<file path="src/rtl/backtrack_ctrl.sv">
// Backtrack sequencer for the DPLL core: unwinds forced trace entries down to the
// newest decision, flips it into a forced entry, or flags unsat when none is left.
module backtrack_ctrl #(
    parameter int unsigned NUM_VARIABLE = 128,
    parameter int unsigned VAR_W        = 9,
    parameter int unsigned CNT_W        = 16
) (
    input  logic             clk,
    input  logic             reset,
    input  logic             conflict,
    input  logic             stk_empty,
    input  logic             stk_type,
    input  logic             stk_val,
    input  logic [VAR_W-1:0] stk_var,
    output logic             stk_pop,
    output logic             stk_push,
    output logic             stk_push_type,
    output logic             stk_push_val,
    output logic [VAR_W-1:0] stk_push_var,
    output logic             unassign,
    output logic [VAR_W-1:0] unassign_var,
    output logic             assign_en,
    output logic [VAR_W-1:0] assign_var,
    output logic             assign_val,
    output logic             busy,
    output logic             done,
    output logic             unsat,
    output logic [CNT_W-1:0] bt_pops,
    output logic [CNT_W-1:0] conflict_cnt
);

    if (NUM_VARIABLE > (32'd1 << VAR_W)) begin : g_var_w_check
        $error("VAR_W too narrow for NUM_VARIABLE");
    end

    typedef enum logic [2:0] {
        StIdle,
        StCheck,
        StFlip,
        StDone,
        StUnsat
    } state_e;

    state_e           r_state;
    logic [VAR_W-1:0] r_var;
    logic             r_val;
    logic             r_busy;
    logic             r_done;
    logic             r_unsat;
    logic [CNT_W-1:0] r_bt_pops;
    logic [CNT_W-1:0] r_conflict_cnt;

    logic w_pop;
    logic w_flip;

    always_ff @(posedge clk or negedge reset) begin
        if (!reset) begin
            r_state        <= StIdle;
            r_var          <= '0;
            r_val          <= 1'b0;
            r_busy         <= 1'b0;
            r_done         <= 1'b0;
            r_unsat        <= 1'b0;
            r_bt_pops      <= '0;
            r_conflict_cnt <= '0;
        end else begin
            unique case (r_state)
                StIdle: begin
                    if (conflict) begin
                        r_state   <= StCheck;
                        r_busy    <= 1'b1;
                        r_bt_pops <= '0;
                        if (r_conflict_cnt != '1) begin
                            r_conflict_cnt <= r_conflict_cnt + CNT_W'(1);
                        end
                    end
                end
                StCheck: begin
                    if (stk_empty) begin
                        r_state <= StUnsat;
                        r_busy  <= 1'b0;
                        r_unsat <= 1'b1;
                    end else begin
                        r_bt_pops <= r_bt_pops + CNT_W'(1);
                        // A decision ends the unwind; forced entries keep us here.
                        if (!stk_type) begin
                            r_var   <= stk_var;
                            r_val   <= stk_val;
                            r_state <= StFlip;
                        end
                    end
                end
                StFlip: begin
                    r_state <= StDone;
                    r_done  <= 1'b1;
                end
                StDone: begin
                    r_state <= StIdle;
                    r_done  <= 1'b0;
                    r_busy  <= 1'b0;
                end
                StUnsat: begin
                    r_state <= StUnsat;
                end
                default: begin
                    r_state <= StIdle;
                    r_busy  <= 1'b0;
                    r_done  <= 1'b0;
                end
            endcase
        end
    end

    // Stack and assignment-table strobes act on the current top entry, so they
    // are decoded from state and inputs rather than registered.
    assign w_pop  = (r_state == StCheck) && !stk_empty;
    assign w_flip = (r_state == StFlip);

    assign stk_pop       = w_pop;
    assign unassign      = w_pop;
    assign unassign_var  = w_pop ? stk_var : '0;

    assign stk_push      = w_flip;
    assign stk_push_type = w_flip;
    assign stk_push_val  = w_flip & ~r_val;
    assign stk_push_var  = w_flip ? r_var : '0;
    assign assign_en     = w_flip;
    assign assign_val    = w_flip & ~r_val;
    assign assign_var    = w_flip ? r_var : '0;

    assign busy          = r_busy;
    assign done          = r_done;
    assign unsat         = r_unsat;
    assign bt_pops       = r_bt_pops;
    assign conflict_cnt  = r_conflict_cnt;

endmodule

</file>
<file path="config.mk">
export PLATFORM = sky130hd
export DESIGN_NAME = backtrack_ctrl
export DESIGN_NICKNAME = d
export VERILOG_FILES = /design/src/rtl/backtrack_ctrl.sv
export SDC_FILE = /design/constraint.sdc
export NUM_CORES = 1
export LEC_CHECK = 0
export CORE_MARGIN = 1
export CORE_UTILIZATION = 50
export CTS_CLUSTER_DIAMETER = 80
export DETAILED_ROUTE_END_ITERATION = 8
export PLACE_DENSITY = 0.85
export SLEW_MARGIN = 20
export SYNTH_ARGS = -nofsm -noshare
export SYNTH_HDL_FRONTEND = slang
export SYNTH_SLANG_ARGS = --single-unit
export TNS_END_PERCENT = 10
</file>
<file path="constraint.sdc">
create_clock -name clk -period 5.65 [get_ports clk]
set_input_delay 1.13 -clock clk [delete_from_list [all_inputs] [get_ports clk]]
set_output_delay 1.13 -clock clk [all_outputs]
set_load 0.1 [all_outputs]
</file>
==> results.json, run 1 <==
{
  "nFillCells": 402,
  "ys_seq_area_share_pct": 46.9,
  "numCtsBuffers": 5,
  "hold_viol_final": 0,
  "yosysTopAreaCell": "dfrtp_1",
  "r2r_cells": 4,
  "worstSetupPathType": "register to primary output",
  "p_seq_share_pct": 29.9,
  "dp_hpwl_mm": 3.98,
  "p_comb_share_pct": 57.9,
  "netlist_area_um2": 2560,
  "p_int_uw": 785,
  "drive_gt1_share_pct": 12.3,
  "cp_data_arrival_time_ns": 3.01,
  "yosys_warnings": 0,
  "cts_tree": "done",
  "crit_fanout": 15,
  "synth_cells": 248,
  "grt_max_degree": 49,
  "stdcell_area_um2": 3410,
  "final_common_cell": "clkdlybuf4s50_1",
  "final_nets": 333,
  "hold_path.class": "register to register",
  "place_congestion": 0.770,
  "cp-end-kind": "primary output",
  "wl_mm": 5.48,
  "worst_pin_slew_ns": 1.01,
  "syn_avg_cell_area_um2": 10.3,
  "synthesis.nets": 265,
  "drv_slew": 0,
  "final_util_pct": 70.8,
  "vias_per_cell": 5.46,
  "die-width_um": 73.6,
  "hold_ws_ns": 0.473,
  "drtIter0Drc": 93,
  "min_period_over_period_pct": 73.2,
  "register_area_um2": 1200,
  "crit_path_start_kind": "register",
  "status": "finished, final reports clean",
  "final_cells": 384,
  "insertion_delay_ns": 0.30,
  "synthFlopType": "dfrtp_1",
  "clockPowerShare_pct": 12.2,
  "portBuffers": 83,
  "multiInputGateArea_um2": 1200,
  "drcViolationCount": 0,
  "drv_cap": 0,
  "p_leak_uw": 0.00141,
  "switching_share_pct": 55.6,
  "whs_path_depth": 1,
  "io_pins": 84,
  "die-area_um2": 5420,
  "htreeDepth": 2,
  "rows": 25,
  "final_cell_mix": "clkdlybuf4s50_1, dfrtp_1, and2_1",
  "antenna_found_initial": 0,
  "ir_worst_vdd_mv": 0.279,
  "detail-route-antenna-nets": 0,
  "cts_buffer_depth": 2,
  "yosys.area.top_type_share_pct": 46.9,
  "vias": 2098,
  "rsz0062_at_grt": "false",
  "coreArea_um2": 4820,
  "firstDrtPassIters": 4,
  "finalSetupTns_ns": 0,
  "clockRootBuffer": "clkbuf_8",
  "grt_use_total_pct": 21.5,
  "report.final.setup_viol": 0,
  "cts_sinks": 48,
  "finalCriticalPeriod_ns": 4.14,
  "wl_per_cell_um": 14.3,
  "cts_setup_buffers": 0,
  "finClkSkew_ns": 0.00701,
  "grt_pass1_wl_mm": 8.91,
  "ys_top_cells_by_area": "dfrtp_1, and2_1, mux2_2",
  "grt_overflow_total": 0,
  "async_flop_share_pct": 100,
  "antenna_cells": 0,
  "ys_types": 43,
  "areaGrowthSynthToFinish_pct": 33.2,
  "grt_pass1_vias": 1918,
  "p_per_area_nw_per_um2": 518,
  "ys_ff_latch": 48,
  "synth_edf_count": 0,
  "post_cts_resized": 0,
  "cp.required_ns": 4.52,
  "initial_core_util_pct": 53.2,
  "placed_cells": 376,
  "max_slew_margin_pct": 32.7,
  "cts_hold_buf": 0,
  "p_sw_uw": 982,
  "place_area_um2": 3320,
  "fmax_ghz": 0.242,
  "die_y_um": 73.6,
  "clk_pin_slew_worst_paths_ns": 0.08
}
==> final timing paths <==
| path | end | from | slack [ns] |
|---|---|---|---|
| min | unsat | unsat | 0.47 |
| max reg2reg | r_var[6] | r_state[0] | 3.04 |
| max in group asynchronous | r_state[2] | reset | 4.43 |
| min in group asynchronous | conflict_cnt[8] | reset | 0.82 |
| min reg2reg | unsat | unsat | 0.47 |
| max | stk_push_var[5] | r_state[0] | 1.51 |
==> cell families after synthesis <==
family / Yosys count / share of synthesized area, %
AO/OA/AOI/OAI: 33 / 8.50
XOR/XNOR: 20 / 6.84
adder cells (fa/ha/maj): 2 / 0.976
buffers and inverters: 28 / 6.69
flip-flops: 48 / 46.9
multiplexers: 13 / 5.62
AND/OR/NAND/NOR: 104 / 24.5
==> critical path, stage by stage (launching register included) <==
cell             delay, ns
dfrtp_1               0.54
or2b_1                0.31
nor2_1                0.47
and2_1                0.24
clkdlybuf4s50_1       1.14
==> stage by stage <==
stage,setup slack (ns),total power (µW)
4_1_cts,1.48,1780
5_1_grt,1.31,1840
2_1_floorplan,0.815,1350
3_5_place_dp,1.70,1560
3_3_place_gp,1.80,1540
6_report,1.51,1770
==> synth_stat cells, types with 3 or more instances <==
cell type / n
a21oi_1: 11
and2_1: 21
and3_1: 5
and4_1: 8
buf_4: 13
clkbuf_1: 7
dfrtp_1: 48
inv_1: 4
mux2_2: 11
nand2_1: 13
nand3_1: 8
nand4_1: 9
nor2_1: 13
nor2b_1: 3
nor3_1: 5
o2111ai_1: 3
o21ai_0: 7
or3_1: 3
xnor2_1: 9
xor2_1: 11
==> cell type report <==
class,count,share of cell area [%]
multi-input cells,172,35.2
inverters,4,0.440
clock buffers,7,2.53
repair buffers,85,23.9
well taps,67,2.46
clock inverters,1,0.220
flip-flops and latches,48,35.2
==> state kept, by name, summed over array words and instances, names as in the netlist <==
signal and flops:
done 1, busy 1, r_state 3, r_var 9
conflict_cnt 16, bt_pops 16, unsat 1, r_val 1
==> metal layers <==
layer / vias up / track usage [%] / routed length (µm)
li1: 1014 / - / -
met1: 997 / 27.9 / 2370
met2: 80 / 36.0 / 2660
met3: 7 / 3.57 / 369
met4: 0 / 8.12 / 75
met5: - / 0 / 0
==> power groups by stage <==
stage	sequential [µW]	combinational (µW)	clock (µW)
6_report	528	1020	215
5_1_grt	547	1070	229
4_1_cts	528	1030	219
3_5_place_dp	535	1030	0
3_3_place_gp	530	1010	0
2_1_floorplan	802	546	0
No activity file was read; power rests on OpenSTA's default activity.
==> inputs of run 2 (changes only) <==
--- a/config.mk
+++ b/config.mk
@@ -6,10 +6,10 @@
 export NUM_CORES = 1
 export LEC_CHECK = 0
 export CORE_MARGIN = 1
-export CORE_UTILIZATION = 50
+export CORE_UTILIZATION = 46
 export CTS_CLUSTER_DIAMETER = 80
 export DETAILED_ROUTE_END_ITERATION = 8
-export PLACE_DENSITY = 0.85
+export PLACE_DENSITY = 0.79
 export SLEW_MARGIN = 20
 export SYNTH_ARGS = -nofsm -noshare
 export SYNTH_HDL_FRONTEND = slang
==> constraint.sdc (replaced) <==
create_clock -name clk -period 4.1 [get_ports clk]
set_input_delay 0.82 -clock clk [delete_from_list [all_inputs] [get_ports clk]]
set_output_delay 0.82 -clock clk [all_outputs]
set_load 0.1 [all_outputs]
==> results.json, run 2 (same netlist as run 1, synthesis figures left out) <==
{
  "grt_pass1_vias": 1862,
  "crit_path_start_kind": "input pin",
  "nFillCells": 409,
  "detail-route-antenna-nets": 0,
  "drtIter0Drc": 56,
  "final_util_pct": 66.3,
  "post_cts_resized": 0,
  "finalCriticalPeriod_ns": 3.01,
  "cts_sinks": 48,
  "coreArea_um2": 5240,
  "cp_cell_sequence": "clkdlybuf4s50_1 > nor4b_2 > buf_4 > and2_1 > buf_12",
  "vias": 2073,
  "route.met2.wl_mm": 2.30,
  "grt_pass1_wl_mm": 8.71,
  "top_layer_used": "met4",
  "vias_per_cell": 5.34,
  "wl_per_cell_um": 13.1,
  "io_pins": 84,
  "final_cell_mix": "dfrtp_1, clkdlybuf4s50_1, buf_4",
  "grt_max_degree": 49,
  "status": "finished, final reports clean",
  "rsz0062_at_grt": "false",
  "path_buf_inv": 3,
  "numCtsBuffers": 5,
  "clockRootBuffer": "clkbuf_8",
  "drive_gt1_share_pct": 20.4,
  "place_congestion": 0.835,
  "die-area_um2": 5870,
  "hold_ws_ns": 0.479,
  "firstDrtPassIters": 4,
  "cp-end-kind": "primary output",
  "p_leak_uw": 0.00149,
  "ir_worst_vdd_mv": 0.448,
  "met3_length_um": 333,
  "cp_data_arrival_time_ns": 2.19,
  "die-width_um": 76.6,
  "fmax_ghz": 0.332,
  "initial_core_util_pct": 48.9,
  "areaGrowthSynthToFinish_pct": 35.6,
  "final_nets": 334,
  "cpLargestDelayFamily": "buffers and inverters",
  "p_per_area_nw_per_um2": 701,
  "grt_use_total_pct": 18.3,
  "die_y_um": 76.6,
  "cts_hold_buf": 0,
  "hold_viol_final": 0,
  "worst_pin_slew_ns": 0.979,
  "max_slew_margin_pct": 34.5,
  "insertion_delay_ns": 0.30,
  "cp_slowest_cell": "clkdlybuf4s50_1",
  "wl_mm": 5.07,
  "min_period_over_period_pct": 73.4,
  "antenna_cells": 0,
  "antenna_found_initial": 0,
  "htreeDepth": 2,
  "rows": 26,
  "hold_path.class": "register to register",
  "met1Wirelength_mm": 2.39,
  "cts_tree": "done",
  "cts_setup_buffers": 0,
  "crit_fanout": 16,
  "cp.required_ns": 3.28,
  "cpPeakStageDelay_ns": 0.51,
  "dp_hpwl_mm": 3.71,
  "drv_cap": 0,
  "worstSetupPathType": "input pin to primary output",
  "drv_slew": 0,
  "clk_pin_slew_worst_paths_ns": 0.08,
  "grt_overflow_total": 0,
  "cts_buffer_depth": 2,
  "drcViolationCount": 0,
  "report.final.setup_viol": 0,
  "portBuffers": 83,
  "finClkSkew_ns": 0.00747
}
run 2: changes by cell type in the layout (fill, tap and decap cells not counted):
cell             change
clkinv_2             +2
clkinvlp_4           -1
buf_12               +9
clkinv_4             +1
nor2_2               +1
nor2_1               -1
clkbuf_8             -1
buf_4               +15
clkbuf_1             -1
clkdlybuf4s50_1     -23
run 2: area by class of cell:
type                            count  area (µm²)  area share, %
Tap cell                           70        87.6           2.52
Sequential cell                    48        1200           34.6
Inverter                            4        15.0          0.432
Clock buffer                        5        68.8           1.98
Multi-Input combinational cell    172        1200           34.7
Clock inverter                      3        18.8          0.540
Timing Repair Buffer               86         878           25.3
run 2: worst paths after layout:
kind | from | cells after the start | endpoint | slack (ns)
min reg2reg | unsat | 1 | unsat | 0.48
max in group asynchronous | reset | 1 | conflict_cnt[2] | 3.17
max reg2reg | r_state[1] | 4 | bt_pops[14] | 1.99
min in group asynchronous | reset | 1 | bt_pops[8] | 0.51
min | unsat | 1 | unsat | 0.48
max | stk_empty | 5 | unassign_var[0] | 1.09
run 2: worst reg2reg max path, stage by stage, from the launching register on:
cell and delay, ns:
dfrtp_1 0.51, nor2_1 0.57, o2111ai_1 0.41, or3_1 0.42, a21oi_1 0.14
run 2: per-layer routing:
metal  vias to the layer above  GRT usage [%]
li1                       1016              -
met5                         -              0
met3                         6           4.91
met1                       977           23.7
met4                         0           4.62
met2                        74           30.3
run 2: metrics by stage:
stage                     total power, µW  instances  instance area, µm²  setup slack [ns]  TNS [ns]
after floorplan                      1860        248                2560            -0.225    -0.238
after global placement               2160        380                3380              1.12         0
after detailed placement             2170        380                3380              1.08         0
after CTS                            2460        388                3470              1.08         0
after global routing                 2550        388                3470             0.961         0
final                                2440        388                3470              1.09         0
run 2: report_power, final:
group / switching (µW) / total [µW] / internal (µW) / leakage (µW)
logic: 1060 / 1430 / 373 / 0.000827
registers: 135 / 729 / 594 / 0.000615
clock network: 158 / 277 / 119 / 0.0000479
total: 1350 / 2440 / 1090 / 0.00149
